--- src/rtl/seg7_pkg.sv ---
// Shared seven-segment definitions for the display path: canonical hex glyph
// table, blank constant and the reverse (segments -> nibble) decoder.
package seg7_pkg;

    localparam int unsigned SEG_W = 7;
    localparam int unsigned NIB_W = 4;

    localparam logic [SEG_W-1:0] SEG_BLANK = 7'h00;

    // Index is the hex digit; bits are segments g..a.
    localparam logic [SEG_W-1:0] SEG_TABLE [16] = '{
        7'h3F, 7'h06, 7'h5B, 7'h4F, 7'h66, 7'h6D, 7'h7D, 7'h07,
        7'h7F, 7'h6F, 7'h77, 7'h7C, 7'h39, 7'h5E, 7'h79, 7'h71
    };

    typedef struct packed {
        logic             hit;
        logic [NIB_W-1:0] nibble;
    } seg_dec_t;

    function automatic seg_dec_t seg_decode(input logic [SEG_W-1:0] seg);
        seg_dec_t r;
        r.hit    = 1'b0;
        r.nibble = '0;
        for (int unsigned i = 0; i < 16; i++) begin
            if (seg == SEG_TABLE[i]) begin
                r.hit    = 1'b1;
                r.nibble = NIB_W'(i);
            end
        end
        return r;
    endfunction

endpackage

--- src/rtl/nib_fifo.sv ---
// Small nibble FIFO with wrap-bit pointers; head is presented combinationally
// and a push into a full FIFO without a same-cycle pop sets a sticky ovf.
module nib_fifo
    import seg7_pkg::*;
#(
    parameter int unsigned DEPTH = 4,
    parameter int unsigned WIDTH = NIB_W
) (
    input  logic             clk,
    input  logic             rst_n,
    input  logic             push,
    input  logic [WIDTH-1:0] wdata,
    input  logic             pop,
    input  logic             clear,
    output logic [WIDTH-1:0] rdata,
    output logic             full,
    output logic             empty,
    output logic             ovf
);

    localparam int unsigned AW = $clog2(DEPTH);
    localparam int unsigned PW = AW + 1;

    logic [PW-1:0]    wr_ptr_q, wr_ptr_d;
    logic [PW-1:0]    rd_ptr_q, rd_ptr_d;
    logic [WIDTH-1:0] mem_q [DEPTH];
    logic [WIDTH-1:0] mem_d [DEPTH];
    logic             full_q, full_d;
    logic             empty_q, empty_d;
    logic             ovf_q, ovf_d;
    logic             pop_ok;
    logic             push_ok;

    // A pop frees a slot, so a full FIFO can still accept a same-cycle push.
    always_comb begin
        mem_d    = mem_q;
        wr_ptr_d = wr_ptr_q;
        rd_ptr_d = rd_ptr_q;
        ovf_d    = ovf_q;
        pop_ok   = pop && !empty_q;
        push_ok  = push && (!full_q || pop_ok);
        if (clear) begin
            wr_ptr_d = '0;
            rd_ptr_d = '0;
            ovf_d    = 1'b0;
        end else begin
            if (push_ok) begin
                mem_d[wr_ptr_q[AW-1:0]] = wdata;
                wr_ptr_d                = wr_ptr_q + PW'(1);
            end
            if (pop_ok) begin
                rd_ptr_d = rd_ptr_q + PW'(1);
            end
            if (push && !push_ok) begin
                ovf_d = 1'b1;
            end
        end
        empty_d = (wr_ptr_d == rd_ptr_d);
        full_d  = (wr_ptr_d[AW-1:0] == rd_ptr_d[AW-1:0]) &&
                  (wr_ptr_d[AW] != rd_ptr_d[AW]);
    end

    always_ff @(posedge clk) begin
        if (!rst_n) begin
            wr_ptr_q <= '0;
            rd_ptr_q <= '0;
            full_q   <= 1'b0;
            empty_q  <= 1'b1;
            ovf_q    <= 1'b0;
            for (int unsigned i = 0; i < DEPTH; i++) begin
                mem_q[i] <= '0;
            end
        end else begin
            wr_ptr_q <= wr_ptr_d;
            rd_ptr_q <= rd_ptr_d;
            full_q   <= full_d;
            empty_q  <= empty_d;
            ovf_q    <= ovf_d;
            mem_q    <= mem_d;
        end
    end

    assign rdata = empty_q ? '0 : mem_q[rd_ptr_q[AW-1:0]];
    assign full  = full_q;
    assign empty = empty_q;
    assign ovf   = ovf_q;

endmodule

--- src/rtl/seg_pattern_rx.sv ---
// Receive side of the seven-segment path: debounces the segment bus, decodes
// each newly stable pattern to a hex nibble and queues it for the debug outputs.
module seg_pattern_rx
    import seg7_pkg::*;
#(
    parameter int unsigned STABLE_CYCLES = 3,
    parameter int unsigned FIFO_DEPTH    = 4
) (
    input  logic       clk_2,
    input  logic       reset,
    input  logic [7:0] seg_in,
    input  logic       rd_en,
    input  logic       clear,
    output logic [3:0] nibble_out,
    output logic       valid,
    output logic       full,
    output logic       dp_out,
    output logic       err,
    output logic       ovf,
    output logic [3:0] err_count
);

    localparam int unsigned CNT_W = 4;
    localparam logic [CNT_W-1:0] CNT_LAST = CNT_W'(STABLE_CYCLES - 1);

    logic [7:0]       seg_q, seg_d;
    logic [CNT_W-1:0] cnt_q, cnt_d;
    logic             armed_q, armed_d;
    logic [SEG_W-1:0] last_acc_q, last_acc_d;
    logic             dp_q, dp_d;
    logic             err_q, err_d;
    logic [3:0]       err_cnt_q, err_cnt_d;

    logic             changed_c;
    logic             accept_c;
    logic             fresh_c;
    logic             push_c;
    logic             bad_c;
    seg_dec_t         dec_c;
    logic             fifo_empty;

    // Debounce, accept and decode; a push rides the same edge as the accept.
    always_comb begin
        seg_d      = seg_in;
        cnt_d      = cnt_q;
        armed_d    = armed_q;
        last_acc_d = last_acc_q;
        dp_d       = dp_q;
        err_d      = err_q;
        err_cnt_d  = err_cnt_q;

        changed_c = (seg_in != seg_q);
        accept_c  = armed_q && !changed_c && (cnt_q == CNT_LAST);
        dec_c     = seg_decode(seg_q[SEG_W-1:0]);
        fresh_c   = accept_c && (seg_q[SEG_W-1:0] != last_acc_q) &&
                    (seg_q[SEG_W-1:0] != SEG_BLANK);
        push_c    = fresh_c && dec_c.hit && !clear;
        bad_c     = fresh_c && !dec_c.hit;

        if (changed_c) begin
            cnt_d   = '0;
            armed_d = 1'b1;
        end else if (accept_c) begin
            armed_d = 1'b0;
        end else if (armed_q) begin
            cnt_d = cnt_q + CNT_W'(1);
        end

        if (accept_c) begin
            last_acc_d = seg_q[SEG_W-1:0];
            dp_d       = seg_q[7];
        end

        if (clear) begin
            err_d     = 1'b0;
            err_cnt_d = '0;
        end else if (bad_c) begin
            err_d = 1'b1;
            if (err_cnt_q != 4'hF) begin
                err_cnt_d = err_cnt_q + 4'd1;
            end
        end
    end

    always_ff @(posedge clk_2) begin
        if (!reset) begin
            seg_q      <= '0;
            cnt_q      <= '0;
            armed_q    <= 1'b0;
            last_acc_q <= '0;
            dp_q       <= 1'b0;
            err_q      <= 1'b0;
            err_cnt_q  <= '0;
        end else begin
            seg_q      <= seg_d;
            cnt_q      <= cnt_d;
            armed_q    <= armed_d;
            last_acc_q <= last_acc_d;
            dp_q       <= dp_d;
            err_q      <= err_d;
            err_cnt_q  <= err_cnt_d;
        end
    end

    nib_fifo #(
        .DEPTH (FIFO_DEPTH),
        .WIDTH (NIB_W)
    ) u_fifo (
        .clk   (clk_2),
        .rst_n (reset),
        .push  (push_c),
        .wdata (dec_c.nibble),
        .pop   (rd_en),
        .clear (clear),
        .rdata (nibble_out),
        .full  (full),
        .empty (fifo_empty),
        .ovf   (ovf)
    );

    assign valid     = !fifo_empty;
    assign dp_out    = dp_q;
    assign err       = err_q;
    assign err_count = err_cnt_q;

endmodule

--- config.mk ---
export PLATFORM = sky130hd
export DESIGN_NAME = seg_pattern_rx
export DESIGN_NICKNAME = d
export VERILOG_FILES = /design/src/rtl/seg7_pkg.sv /design/src/rtl/nib_fifo.sv /design/src/rtl/seg_pattern_rx.sv
export SDC_FILE = /design/constraint.sdc
export NUM_CORES = 1
export LEC_CHECK = 0
export BUFFER_PORTS_ARGS = -buffer_cell sky130_fd_sc_hd__buf_2
export CORE_MARGIN = 5
export CORE_UTILIZATION = 25
export CTS_CLUSTER_SIZE = 25
export DETAILED_ROUTE_END_ITERATION = 8
export SYNTH_ARGS = -nofsm -noshare
export SYNTH_HDL_FRONTEND = slang
export SYNTH_SLANG_ARGS = --single-unit
--- constraint.sdc ---
create_clock -name clk_2 -period 2.7 [get_ports clk_2]
set_input_delay 0.135 -clock clk_2 [delete_from_list [all_inputs] [get_ports clk_2]]
set_output_delay 0.135 -clock clk_2 [all_outputs]
set_load 0.05 [all_outputs]
==> metrics.txt <==
FF-to-FF End err_count[3]$_SDFFE_PP0P_; pwr/cell area 410 nW/um^2; share of cells above drive strength 1 16.6%; I/O pins 25; fmax 0.399 GHz; Die X 115 um; Avg Inst Size Synth 9.20 sq um; slew margin rel. 65.2%; area delta synth->final 14.7%; hold_sp seg_in[6]; setup violators final 0; FF-to-FF Start seg_q[2]$_SDFF_PN0_; Worst Setup Slack post-DPL 0.185 ns; worst-path maximum fanout 8; Hold Vio Cnt, Final 0; Residual DRC 0; global-route wire length before repair 9650 um; maximum clock insertion buffer count 2; Seq/Total Area, Yosys 37.1%; clock skew 0.00937 ns; H-Tree Depth 2; WHS Path Cells 2; cells after synthesis 299; Ant. Diodes 0; core area 10,800 sq um; Crit path required time 2.93 ns; setup ws final 0.196 ns; Die Area 13,200 sq um; TritonCTS Sinks 51; largest net degree at the start of global routing 35; Placement Rows 38; critical path type register to register; fin crit share 92.8%; Startpoint Class register; yosys warns 0; flop2flop setup slack 0.20 ns; Top FF cell, synth dfxtp_1; crit path DAT 2.74 ns; Detail Route Antenna Nets 0; top cell type's share of synthesized area 37.1%; detailed-route via count 2,096; Hold Path Sink seg_q[6]$_SDFF_PN0_; ys async rst share 0%; min cycle time layout 2.50 ns; syn nets 319; Worst setup EP type register; Post-Synthesis Cell Area 2750 sq um; Max-Cap Viols 0; outcome completed; Die Height 115 um; Worst-Margin Slew 0.517 ns; post-DP HPWL 4380 um; Global Route Usage Sum 8.95%; CTS tree done; CTS Buf Count 5; GPL Wtd Cong 0.816; drt wl/cell 12.4 um; hold crit path type input pin to register; Max IR drop VDD 170 uV; post-synth top area cell dfxtp_1; Root Buffer clkbuf_8; post-synthesis register bit count 51; clk_lat worst skew 0.30 ns; Buffers on Ports 24; 1st-iter DRT viols 75; Max Slew Vio Count 0; Nets 347; Post CTS Setup Buffer Count 0; clock-pin slew on the worst setup and hold paths 0.09 ns; synth unique cells 49; initial antenna violation count 0; drt total wl 5780 um; total grt overflow 0; Initial Util 25.5%; P_leak 0.00134 uW; Synth area leaders dfxtp_1 (37%), mux2i_1 (9.8%), nor2b_1 (6.6%); R2R depth 7; drt pass-1 iters 4; vias in the first global route 2,057; Final Power 1290 uW; vias per cell 4.50; number of flops mapped to enable cells by yosys 0; fill cell count 1,118
power by group:
| part | internal, uW | total (uW) | leakage, uW | switching [uW] |
|---|---|---|---|---|
| logic | 53.0 | 112 | 0.000890 | 58.5 |
| clock network | 174 | 417 | 0.0000371 | 243 |
| registers | 759 | 766 | 0.000413 | 7.65 |
| total | 985 | 1290 | 0.00134 | 309 |
synth_stat cells (all sizes together), types with 2 or more instances:
| cell type | count |
|---|---|
| dfxtp | 51 |
| nor2b | 29 |
| mux2i | 27 |
| nor2 | 26 |
| xnor2 | 21 |
| nand2 | 16 |
| and2 | 13 |
| buf | 10 |
| a21oi | 9 |
| clkbuf | 9 |
| ha | 8 |
| nand3 | 8 |
| o21ai | 7 |
| nand4 | 6 |
| nor3 | 6 |
| xor2 | 6 |
| inv | 4 |
| mux4 | 4 |
| or3 | 4 |
| and3 | 3 |
| nor4bb | 3 |
| a311oi | 2 |
| a31oi | 2 |
| and4b | 2 |
| nand2b | 2 |
| nor3b | 2 |
| or3b | 2 |
repair_timing:
item	4_1_cts	5_1_grt
setup endpoints to repair	0	1
resized for setup	0	1
hold buffers	0	0
metal layers:
| layer | up-vias | GRT usage (%) | wire length (um) |
|---|---|---|---|
| met1 | 963 | 12.6 | 3030 |
| met3 | 6 | 2.26 | 209 |
| met4 | 0 | 2.35 | 49 |
| li1 | 1084 | - | - |
| met5 | - | 0 | 0 |
| met2 | 43 | 13.7 | 2490 |
logic make-up after synthesis:
kind of cell,synth area share (%)
AO/OA/AOI/OAI,7.19
flip-flops,37.1
XOR/XNOR,8.87
AND/OR/NAND/NOR,26.3
adder cells (fa/ha/maj),3.64
buffers and inverters,3.77
multiplexers,13.1
flip-flops by register name, summed over array words and instances (netlist names):
register         count
u_fifo.mem_q        16
seg_q                8
last_acc_q           7
cnt_q                4
err_count            4
u_fifo.rd_ptr_q      3
u_fifo.wr_ptr_q      3
armed_q              1
dp_out               1
err                  1
u_fifo.empty         1
u_fifo.full          1
u_fifo.ovf           1
placed cells by master, fill, tap and decap left out, types with 2 or more instances in the layout:
| cell type | n |
|---|---|
| buf_2 | 24 |
| nor4bb_1 | 3 |
| xnor2_1 | 20 |
| nor3_1 | 6 |
| a311oi_2 | 2 |
| mux2i_1 | 27 |
| nor3b_1 | 2 |
| a31oi_1 | 2 |
| buf_4 | 16 |
| nor2_1 | 26 |
| o21ai_0 | 7 |
| and4b_1 | 2 |
| and2_1 | 13 |
| ha_1 | 8 |
| nand2_1 | 16 |
| nand2b_1 | 2 |
| dfxtp_1 | 51 |
| inv_1 | 4 |
| nor2b_1 | 29 |
| clkbuf_8 | 5 |
| nand4_1 | 6 |
| xor2_1 | 6 |
| and3_1 | 3 |
| a21oi_1 | 9 |
| mux4_2 | 4 |
| or3_1 | 4 |
| nand3_1 | 8 |
critical path: stages, from the launching register on:
cell	delay, ns
dfxtp_1	0.48
xnor2_1	0.15
nand4_1	0.16
or3_1	0.39
or3b_1	0.38
a311o_1	0.35
or3_1	0.37
a21oi_1	0.15
area by class of cell:
| class | count | area (sq um) | share of cell area [%] |
|---|---|---|---|
| repair buffers | 40 | 240 | 7.61 |
| flip-flops and latches | 51 | 1020 | 32.3 |
| inverters | 4 | 15.0 | 0.476 |
| multi-input cells | 225 | 1630 | 51.7 |
| well taps | 140 | 175 | 5.55 |
| clock buffers | 6 | 72.6 | 2.30 |
worst max path at each step:
stage                             start                   endpoint  slack, ns  depth (start not counted)
detailed placement  seg_q[0]$_SDFF_PN0_  err_count[3]$_SDFFE_PP0P_       0.19                          8
floorplan           seg_q[0]$_SDFF_PN0_  err_count[3]$_SDFFE_PP0P_       0.34                          9
global placement    seg_q[0]$_SDFF_PN0_  err_count[3]$_SDFFE_PP0P_       0.21                          8
CTS                 seg_q[0]$_SDFF_PN0_  err_count[3]$_SDFFE_PP0P_       0.15                          8
finish              seg_q[2]$_SDFF_PN0_  err_count[3]$_SDFFE_PP0P_       0.20                          7
global route        seg_q[0]$_SDFF_PN0_  err_count[3]$_SDFFE_PP0P_      -0.04                          8
per-stage QoR:
stage	hold WS, ns	cell area [sq um]	utilization (%)	cells	setup TNS (ns)
2_1_floorplan	0.257	2750	-	299	0
3_3_place_gp	0.370	3080	28.5	460	0
3_5_place_dp	0.373	3080	28.5	460	0
4_1_cts	0.0546	3150	29.2	466	0
5_1_grt	0.0585	3160	29.2	466	-0.0412
6_report	0.0591	3160	29.2	466	0
(Power assumes the default switching activity.)
